$ cat config.mk
export PLATFORM = sky130hd
export DESIGN_NAME = chan_mux_rr
export DESIGN_NICKNAME = d
export VERILOG_FILES = /design/src/rtl/chan_mux_pkg.sv /design/src/rtl/chan_mux_rr_onehot_dec.sv /design/src/rtl/chan_mux_rr.sv
export SDC_FILE = /design/constraint.sdc
export NUM_CORES = 1
export LEC_CHECK = 0
export BUFFER_PORTS_ARGS = -buffer_cell sky130_fd_sc_hd__buf_2
export CAP_MARGIN = 5
export CORE_ASPECT_RATIO = 0.8
export CORE_MARGIN = 5
export CORE_UTILIZATION = 44
export DETAILED_ROUTE_END_ITERATION = 12
export GPL_ROUTABILITY_DRIVEN = 0
export PLACE_DENSITY = 0.76
export REMOVE_ABC_BUFFERS = 1
export SKIP_CTS_REPAIR_TIMING = 1
export SLEW_MARGIN = 5
export SYNTH_ARGS = -nofsm -noshare
export SYNTH_HDL_FRONTEND = slang
export SYNTH_HIERARCHICAL = 1
export SYNTH_SLANG_ARGS = --single-unit
$ cat constraint.sdc
create_clock -name clk -period 3.6 [get_ports clk]
set_input_delay 0.72 -clock clk [delete_from_list [all_inputs] [get_ports clk]]
set_output_delay 0.72 -clock clk [all_outputs]
set_load 0.02 [all_outputs]
$ cat src/rtl/chan_mux_pkg.sv
// Shared mode encoding for the channel selector family.
package chan_mux_pkg;

  typedef enum logic {
    MODE_FIXED = 1'b0,
    MODE_RR    = 1'b1
  } mode_e;

endpackage

$ cat src/rtl/chan_mux_rr_onehot_dec.sv
// Index to one-hot decoder; an index outside 0..N-1 decodes to all zeros.
module onehot_dec #(
  parameter int N    = 4,
  parameter int SELW = (N > 1) ? $clog2(N) : 1
) (
  input  logic [SELW-1:0] idx,
  output logic [N-1:0]    oh
);

  always_comb begin
    oh = '0;
    for (int unsigned i = 0; i < N; i++) begin
      if (idx == SELW'(i)) oh[i] = 1'b1;
    end
  end

endmodule

$ cat src/rtl/chan_mux_rr.sv
// NCH-channel registered selector: fixed select or round-robin over valid channels,
// with one registered output beat and a valid/ready handshake on both sides.
module chan_mux_rr
  import chan_mux_pkg::*;
#(
  parameter  int WIDTH = 8,
  parameter  int NCH   = 4,
  localparam int SELW  = $clog2(NCH)
) (
  input  logic                 clk,
  input  logic                 rst_n,
  input  logic [NCH*WIDTH-1:0] in_data,
  input  logic [NCH-1:0]       in_valid,
  output logic [NCH-1:0]       in_ready,
  input  logic                 mode,
  input  logic [SELW-1:0]      sel,
  output logic [WIDTH-1:0]     out_data,
  output logic                 out_valid,
  input  logic                 out_ready,
  output logic [SELW-1:0]      cur_ch
);

  logic [SELW-1:0]  ptr;
  logic [NCH-1:0]   fix_grant;
  logic [NCH-1:0]   rr_grant;
  logic [SELW-1:0]  rr_idx;
  logic             rr_hit;
  logic [NCH-1:0]   grant;
  logic [SELW-1:0]  gidx;
  logic             load_en;
  logic             xfer;
  logic [WIDTH-1:0] mux_data;

  onehot_dec #(.N(NCH), .SELW(SELW)) u_dec (
    .idx (sel),
    .oh  (fix_grant)
  );

  // Priority search starting at ptr; candidate index wraps explicitly so
  // non-power-of-2 channel counts never visit a nonexistent channel.
  always_comb begin : rr_find
    int unsigned c;
    c        = 0;
    rr_hit   = 1'b0;
    rr_idx   = '0;
    rr_grant = '0;
    for (int unsigned k = 0; k < NCH; k++) begin
      c = 32'(ptr) + k;
      if (c >= NCH) c = c - NCH;
      if (!rr_hit && in_valid[c]) begin
        rr_hit      = 1'b1;
        rr_idx      = SELW'(c);
        rr_grant[c] = 1'b1;
      end
    end
  end

  always_comb begin
    grant    = (mode == MODE_RR) ? rr_grant : fix_grant;
    gidx     = (mode == MODE_RR) ? rr_idx   : sel;
    load_en  = !out_valid || out_ready;
    in_ready = (rst_n && load_en) ? (grant & in_valid) : '0;
    xfer     = |in_ready;
  end

  always_comb begin
    mux_data = '0;
    for (int unsigned i = 0; i < NCH; i++) begin
      if (in_ready[i]) mux_data = in_data[i*WIDTH +: WIDTH];
    end
  end

  always_ff @(posedge clk) begin
    if (!rst_n) begin
      out_valid <= 1'b0;
      out_data  <= '0;
      cur_ch    <= '0;
      ptr       <= '0;
    end else if (load_en) begin
      out_valid <= xfer;
      if (xfer) begin
        out_data <= mux_data;
        cur_ch   <= gidx;
        if (mode == MODE_RR)
          ptr <= (gidx == SELW'(NCH - 1)) ? '0 : gidx + SELW'(1);
      end
    end
  end

endmodule
# Word-level counts from Yosys, hierarchy flattened
# Index checks and enable logic that the tools add are counted.
[word_totals] reg_bits=13 input_bits=42 out_inout_bits=15 word_cells=92
[classes] n_addsub=8 magnitude_cmp=12 n_eq_ne=4 n_mux=43 n_bitwise=4 reduce_logical=17
[op_table] operator="$ge 32x1->1 const B" n=4
[op_table] operator="$lt 32x3->1 const B" n=4
[op_table] operator="$mux 32" n=4
[op_table] operator="$mux 8" n=4
[op_table] operator="$mux 4" n=6
[op_table] operator="$mux 1" n=15
[op_table] operator="$mux 2" n=6
[op_table] operator="$or 4x4->4" n=3
[op_table] operator="$sub 3x3->4 const B" n=3
[op_table] operator="$ge 3x3->1 const B" n=3
[op_table] operator="$bmux 1 s2" n=4
[op_table] operator="$demux 1 s2" n=4
[op_table] operator="$logic_and 1x1->1" n=8
[op_table] operator="$add 2x2->3 const B" n=2
[op_table] operator="$eq 2x2->1 const B" n=3
[op_table] operator="$and 4x4->4" n=1
[op_table] operator="$logic_not 1->1" n=4
[op_table] operator="$reduce_or 4->1" n=1
[op_table] operator="$sub 2x3->4 const B" n=1
[op_table] operator="$add 2x1->3 const B" n=1
[op_table] operator="$ge 2x3->1 const B" n=1
[op_table] operator="$reduce_and 3->1" n=1
[op_table] operator="$add 2x1->2 const B" n=1
[op_table] operator="$eq 2x1->1 const B" n=1
[op_table] operator="other kinds (3)" n=3

# Depth between registers and ports, before layout
# Gate-level depths: netlist of run 1.
[depth] ltp_word=21 depth_mapped=13 mapped_depth_nobuf=10

# Hierarchy
# Netlist of run 1, hierarchy kept.
[modules_own_cells] mod="chan_mux_rr" n_inst=1 cells_per_inst=155 area_per_inst_um2=1373.8 seq_area_each_um2=260.2
[modules_own_cells] mod="onehot_dec" n_inst=1 cells_per_inst=4 area_per_inst_um2=26.3 seq_area_each_um2=0.0

# Least setup slack after synthesis of run 1
# No wires, ideal clock.
[synth_path] kind="register to output" from="register ptr[1]" to="output port in_ready[0]" arrival_ns=2.847 required_time_ns=2.880 setup_slack_ns=0.033 path_stages_with_launch=11 path_buffers=3 path_cell_list="dfxtp_1 > clkbuf_1 > inv_1 > ha_1 > buf_4 > mux4_2 > nor4b_4 > nand2_1 > a41o_1 > buf_2 > inv_1"
[synth_via] elab_chain_cells=17 word_cells_on_any_way=62 cone_classes="7 x add/sub; 12 x order compare; 29 x mux; 4 x bitwise; 10 x reduce/logical"
[synth_lines] element="start: declaration" line="chan_mux_rr.sv:23" text="logic [SELW-1:0] ptr;"
[synth_lines] element="start signal: assignment" line="chan_mux_rr.sv:85" text="ptr <= (gidx == SELW'(NCH - 1)) ? '0 : gidx + SELW'(1);"
[synth_lines] element="branches (longest 13 deep; another with $ge 32x1->1)"
[synth_lines] element="$mux 4 (*)" line="chan_mux_rr.sv:50" text="if (!rr_hit && in_valid[c]) begin"
[synth_lines] element="$mux 4 (*)" line="chan_mux_rr.sv:59" text="grant = (mode == MODE_RR) ? rr_grant : fix_grant;"
[synth_lines] element="$and 4x4->4 (*)" line="chan_mux_rr.sv:62" text="in_ready = (rst_n && load_en) ? (grant & in_valid) : '0;"
[synth_lines] element="$mux 4 (*)" line="chan_mux_rr.sv:62"
[synth_lines] element="end: declaration" line="chan_mux_rr.sv:14" text="output logic [NCH-1:0] in_ready,"
# Every way passes the cells marked *. The select of a mux whose other input is x is not followed.

# Worst setup path in the final report of run 1
[layout_path] from="register ptr[1]" to="output port in_ready[3]"
# The elaborated chain is that of the path after synthesis.

==> results of run 1 <==
-- logic make-up after synthesis --
logic type      synth area share, %
compound gates                 34.3
xor+xnor                      0.626
fa+ha+maj                      3.57
buf+inv                        8.58
flops                          18.6
mux                            17.2
simple gates                   17.1
-- worst paths after layout --
path	cells after the start	slack, ns	end
min	2	0.49	cur_ch[1]
min reg2reg	2	0.49	cur_ch[1]
max	8	0.21	in_ready[3]
max reg2reg	8	0.64	out_data[2]
-- power by group --
group | internal, W | total (W) | switching (W)
logic | 0.000161 | 0.000364 | 0.000204
clock network | 0.0000765 | 0.000132 | 0.0000555
registers | 0.000166 | 0.000176 | 0.00000985
total | 0.000404 | 0.000673 | 0.000269
-- Yosys cell counts (all sizes together), types with 5 or more instances --
cell type | number | area (um2)
a21oi | 6 | 33.8
buf | 8 | 55.1
clkbuf | 6 | 23.8
dfxtp | 13 | 260
inv | 11 | 41.3
mux2i | 14 | 140
nand2 | 15 | 56.3
nor2 | 9 | 33.8
o211a | 11 | 110
o21ai | 5 | 25.0
o221a | 7 | 78.8
-- cell usage in the layout (no fill, tap or decap), types with 2 or more instances in the layout --
| master | n |
|---|---|
| or3_1 | 2 |
| a21oi_1 | 5 |
| nor2b_1 | 4 |
| nand2b_1 | 3 |
| clkbuf_8 | 3 |
| o221a_2 | 7 |
| buf_2 | 56 |
| a2111oi_0 | 2 |
| o211a_1 | 11 |
| mux4_2 | 4 |
| nand2_1 | 15 |
| o22a_1 | 3 |
| ha_1 | 4 |
| inv_1 | 11 |
| dfxtp_1 | 13 |
| o21ai_0 | 5 |
| and2_1 | 2 |
| buf_4 | 5 |
| a21boi_0 | 2 |
| mux2i_1 | 14 |
| a31oi_1 | 2 |
| a31o_2 | 2 |
| o211ai_1 | 4 |
| a32oi_1 | 2 |
| nor2_1 | 9 |
-- registers in the layout, summed over array words and instances (netlist names) --
register,flops
out_valid,1
cur_ch,2
ptr,2
out_data,8
-- metrics by stage --
stage	hold WS [ns]	TNS (ns)
finish	0.493	0
global route	0.555	0
CTS	0.502	0
detailed placement	0.479	0
global placement	0.477	0
floorplan	0.584	-0.0789
-- per-layer routing --
| layer | share of wire, % | vias up |
|---|---|---|
| li1 | - | 706 |
| met1 | 46 | 669 |
| met2 | 49 | 46 |
| met3 | 4.5 | 2 |
| met4 | 0.44 | 0 |
| met5 | 0 | - |
-- worst reg2reg max path: stages (launching register included) --
cell and delay, ns:
dfxtp_1 0.32, inv_1 0.10, ha_1 0.34, mux4_2 0.60
nor4b_4 0.35, nand2_1 0.09, a31o_2 0.28, or3_1 0.50
o211a_1 0.27
-- final cells by class --
class	count	area [um2]	share of cell area, %
Tap cell	40	50.0	2.88
Clock inverter	1	5.00	0.288
Clock buffer	3	41.3	2.38
Timing Repair Buffer	61	318	18.3
Inverter	11	41.3	2.38
Multi-Input combinational cell	121	1020	58.8
Sequential cell	13	260	15.0
==> run metrics, run 1 <==
status=finished clean; Clock Skew=0.000450 ns; Post-synth EDFFs=0; Top FF cell, synth=dfxtp_1; CP endpoint kind=primary output; Critical R2R Launch=ptr[1]; post-synthesis cell area=about 1400 um2; min Tclk post-route=3.39 ns; starting density of the core=45.7%; worst min-delay path category=reg -> reg; Via Count=1423; WL per Instance=14.6 um; WS Path Type=reg -> out; Die H=60.5 um; crit-path cells=inv_1, ha_1, mux4_2, nor4b_4, nand2_1, a311o_1, inv_1, buf_2; P per Cell Area=388 nW/um2; CP peak stage delay=0.60 ns; crit path DAT=2.67 ns; dpl cell area=1690 um2; #FFs+latches synth=13; M1 GR Usage=about a quarter; VDD IR max=0.249 mV; Inserted Clock Buffers=3; post-route cell area=1740 um2; setup violators final=0; Slew Limit Fails=0; worst hold start=cur_ch[1]; largest net degree at the start of global routing=20; final setup margin=0.215 ns; Die X=73.1 um; first-pass GRT wire length=6020 um; leakage=~0.9 nW; Remaining Overflow, GRT=0; routing usage on met2=27.1%; final wirelength=~3700 um; Avg Vias per Cell=5.69; synthesis warning total=6; Crit path top cell by count=inv_1; Startpoint Class=flip-flop; Hold Violations, Final=0; Final Cycle Share=a little over nine tenths; f_max=0.295 GHz; core footprint=a little over 3000 um2; Slowest-stage cell, CP=mux4_2; Top Usage Layer GRT=met2; vias in the first global route=1311; htree depth=1; post-route insts no fill=250; overall power=0.000673 W; Worst-Margin Slew=0.747 ns; die area=4420 um2; CP bufs+invs=3; CTS tree=yes; I/O pins=57; cell family with most CP delay=multiplexers; Unique masters post-synth=46; GRT met3 Usage=3.48%; post-synthesis cell count=159; Max-cap violations=0; DRC violations left=0; initial antenna violation count=0; CP Data Required Time=2.88 ns; layout cells sized above 1=between 40% and 50%; DRT Pass-1 Iters=4; worst slack, placed=0.300 ns; clk slew on worst S/H paths=around 0.06 ns; Worst-Skew Late Latency=0.24 ns; n_diodes=0; CTS max path bufs=2; Syn Area/Cell=8.81 um2; Site Rows=18; total track usage=roughly 17%; final core utilization=56.7%; register area share after synthesis=18.6%; post-layout net count=257; RSZ-0062 raised after global routing=false; Crit Path Max Fanout=7; Port Buf Inserts=56; clock sink total=13; Rel. slew slack=48.9%; placed cell count=246; Layout area overhead=23.9%; FILL cells=305; CP startpoint=ptr[1]; DR iter-0 viols=between 80 and 90; post-DP HPWL=2900 um; ys async rst share=0%; remaining antenna violation count after routing=0; root buffer cell=clkbuf_8
(Power assumes the default switching activity.)
==> run 2, diff against run 1 <==
--- a/config.mk
+++ b/config.mk
@@ -5,11 +5,12 @@
 export SDC_FILE = /design/constraint.sdc
 export NUM_CORES = 1
 export LEC_CHECK = 0
+export ABC_AREA = 1
 export BUFFER_PORTS_ARGS = -buffer_cell sky130_fd_sc_hd__buf_2
 export CAP_MARGIN = 5
 export CORE_ASPECT_RATIO = 0.8
-export CORE_MARGIN = 5
-export CORE_UTILIZATION = 44
+export CORE_MARGIN = 2
+export CORE_UTILIZATION = 45
 export DETAILED_ROUTE_END_ITERATION = 12
 export GPL_ROUTABILITY_DRIVEN = 0
 export PLACE_DENSITY = 0.76
==> run 2 against run 1 <==
  * Core utilization is 3.0 points higher
  * Largest cell class unchanged
  * Synthesized cell count is 70% higher
  * First-iteration DRC count is 30% higher
==> run metrics, run 2 <==
post-synthesis cell count=270; #FFs+latches synth=13; most common cell in the netlist=nand2_1; Slew Limit Fails=0; crit-path cells=inv_4, ha_1, inv_1, nand3_1, nand2_2, nand3_1, nor2_2, nand2_1, nand3_4, nand2_4, inv_1, buf_2; Max-cap violations=0; Clk pwr share=just over 20%; Die H=56.2 um; Clock Skew=0.00173 ns; CTS tree=yes; DRT Pass-1 Iters=4; Site Rows=18; clk slew on worst S/H paths=0.05 ns; die area=3890 um2; CP startpoint=ptr[0]; worst hold start=out_data[2]; Unique masters post-synth=26; crit path DAT=2.50 ns; starting density of the core=48.3%; Hold Violations, Final=0; clock sink total=13; Post-synth top cells=92 x nand2_1, 42 x inv_1, 38 x nand3_1; Post-synth EDFFs=0; Die X=69.3 um; Rel. slew slack=a little over half; Synth area leaders=nand2_1 23%, dfxtp_1 17%, nand3_1 12%, inv_1 10%, nand2_4 5.1%; RSZ-0062 raised after global routing=false; Critical R2R Launch=ptr[0]; Layout area overhead=23.4%; remaining antenna violation count after routing=0; Inserted Clock Buffers=3; WL per Instance=10.1 um; status=finished clean; Avg Vias per Cell=4.76; min Tclk post-route=3.22 ns; Net Switching=approximately 0.00027 W; Crit Path Max Fanout=11; P per Cell Area=330 nW/um2; Slowest-stage cell, CP=dfxtp_1; post-DP HPWL=3090 um; Top reg by flops=out_data; root buffer cell=clkbuf_8; Seq pwr share=28.5%; top cell type's share of synthesized area=22.5%; initial antenna violation count=0; leakage=between 1 and 1.5 nW; Final Cycle Share=89.4%; synthesis warning total=6; htree depth=1; register area share after synthesis=roughly 17%; TNS Setup=0 ns; switching part of the total=43.0%; Via Count=roughly 1800; ys async rst share=0%; Startpoint Class=flip-flop; post-layout net count=around 380; DR iter-0 viols=114; WS Path Type=reg -> out; setup violators final=0; Worst-Margin Slew=0.685 ns; CP Data Required Time=roughly 2.9 ns; total track usage=roughly 19%; n_diodes=0; overall power=0.000624 W; layout cells sized above 1=roughly 29%; DRC violations left=0; commonest non-fill, non-tap cell in the layout=nand2_1; CTS max path bufs=2; Port Buf Inserts=56; Top FF cell, synth=dfxtp_1; max reg flops=8; first-pass GRT wire length=6330 um; Syn Area/Cell=5.68 um2; most frequent cells in the layout=92 x nand2_1, 56 x buf_2, 42 x inv_1; I/O pins=57; core footprint=3180 um2; Regs by FF count=out_data: 8 flops, cur_ch: 2 flops, ptr: 2 flops; Remaining Overflow, GRT=0; Internal=0.000356 W; largest net degree at the start of global routing=19; CP peak stage delay=between 0.5 and 0.6 ns; worst min-delay path category=reg -> reg; power share of the combinational group=between 50% and 60%; Synth area leader=nand2_1; Worst-Skew Late Latency=around 0.24 ns; vias in the first global route=1571; final wirelength=3720 um; CP endpoint kind=primary output; post-synthesis cell area=1530 um2; VDD IR max=about 0.25 mV; f_max=about 0.31 GHz
## run 2: cell types whose count changed after synthesis, sizes merged, moves of 7 or more
cell / delta
a21oi: +7
inv: +32
mux2i: -14
nand2: +91
nand3: +39
nor2: +17
o211a: -11
o221a: -7
or2: +8
## run 2: worst max-delay path: cells and delay by family, from the launching register on
family                     cells  cell delay [ns]
DFF                            1             0.58
buffers and inverters          4             0.45
adders and majority gates      1             0.37
and+or+nand+nor                7             0.84
## run 2: stage by stage
step | utilization, % | worst slack, ns | std cells | hold WS, ns | instance area [um2]
finish | 59.6 | 0.381 | 368 | 0.457 | 1890
global route | 59.6 | 0.184 | 368 | 0.483 | 1890
CTS | 59.6 | 0.394 | 368 | 0.462 | 1890
detailed placement | 58.2 | 0.659 | 364 | 0.453 | 1850
global placement | 58.2 | 0.719 | 364 | 0.451 | 1850
floorplan | - | 0.890 | 266 | 0.540 | 1500
## run 2: worst paths after layout
check	end	slack, ns	cells after the start
worst max-delay path	in_ready[1]	0.38	12
worst min register to register	out_data[2]	0.46	2
worst min-delay path	out_data[2]	0.46	2
worst max register to register	cur_ch[1]	0.99	16
## run 2: kinds of logic after synthesis
family / Yosys count / share of synthesized area, %
AND/OR/NAND/NOR: 184 / 59.5
flip-flops: 13 / 17.0
AO/OA/AOI/OAI: 21 / 7.34
adder cells (fa/ha/maj): 4 / 3.26
buffers and inverters: 48 / 13.0
## run 2: layout make-up
type                    instances  area (um2)
clock buffers                   4        45.0
fillers                       334        1280
inverters                      44         168
multi-input cells             209        1070
flip-flops and latches         13         260
well taps                      40        50.0
repair buffers                 58         295
## run 2: metal layers
| layer | vias to the layer above | GRT usage, % | share of wire [%] |
|---|---|---|---|
| met5 | - | 0 | 0 |
| met4 | 0 | 1.12 | 0 |
| met3 | 0 | 4.17 | 7.3 |
| met2 | 54 | 34.8 | 47 |
| met1 | 745 | 24.8 | 46 |
| li1 | 952 | - | - |
## run 2: power by group through the flow
stage                     Sequential (W)  Clock, W  Combinational [W]
after floorplan                 0.000200         0           0.000213
after global placement          0.000180         0           0.000317
after detailed placement        0.000181         0           0.000319
after CTS                       0.000178  0.000131           0.000321
after global routing            0.000181  0.000136           0.000360
final                           0.000178  0.000127           0.000320
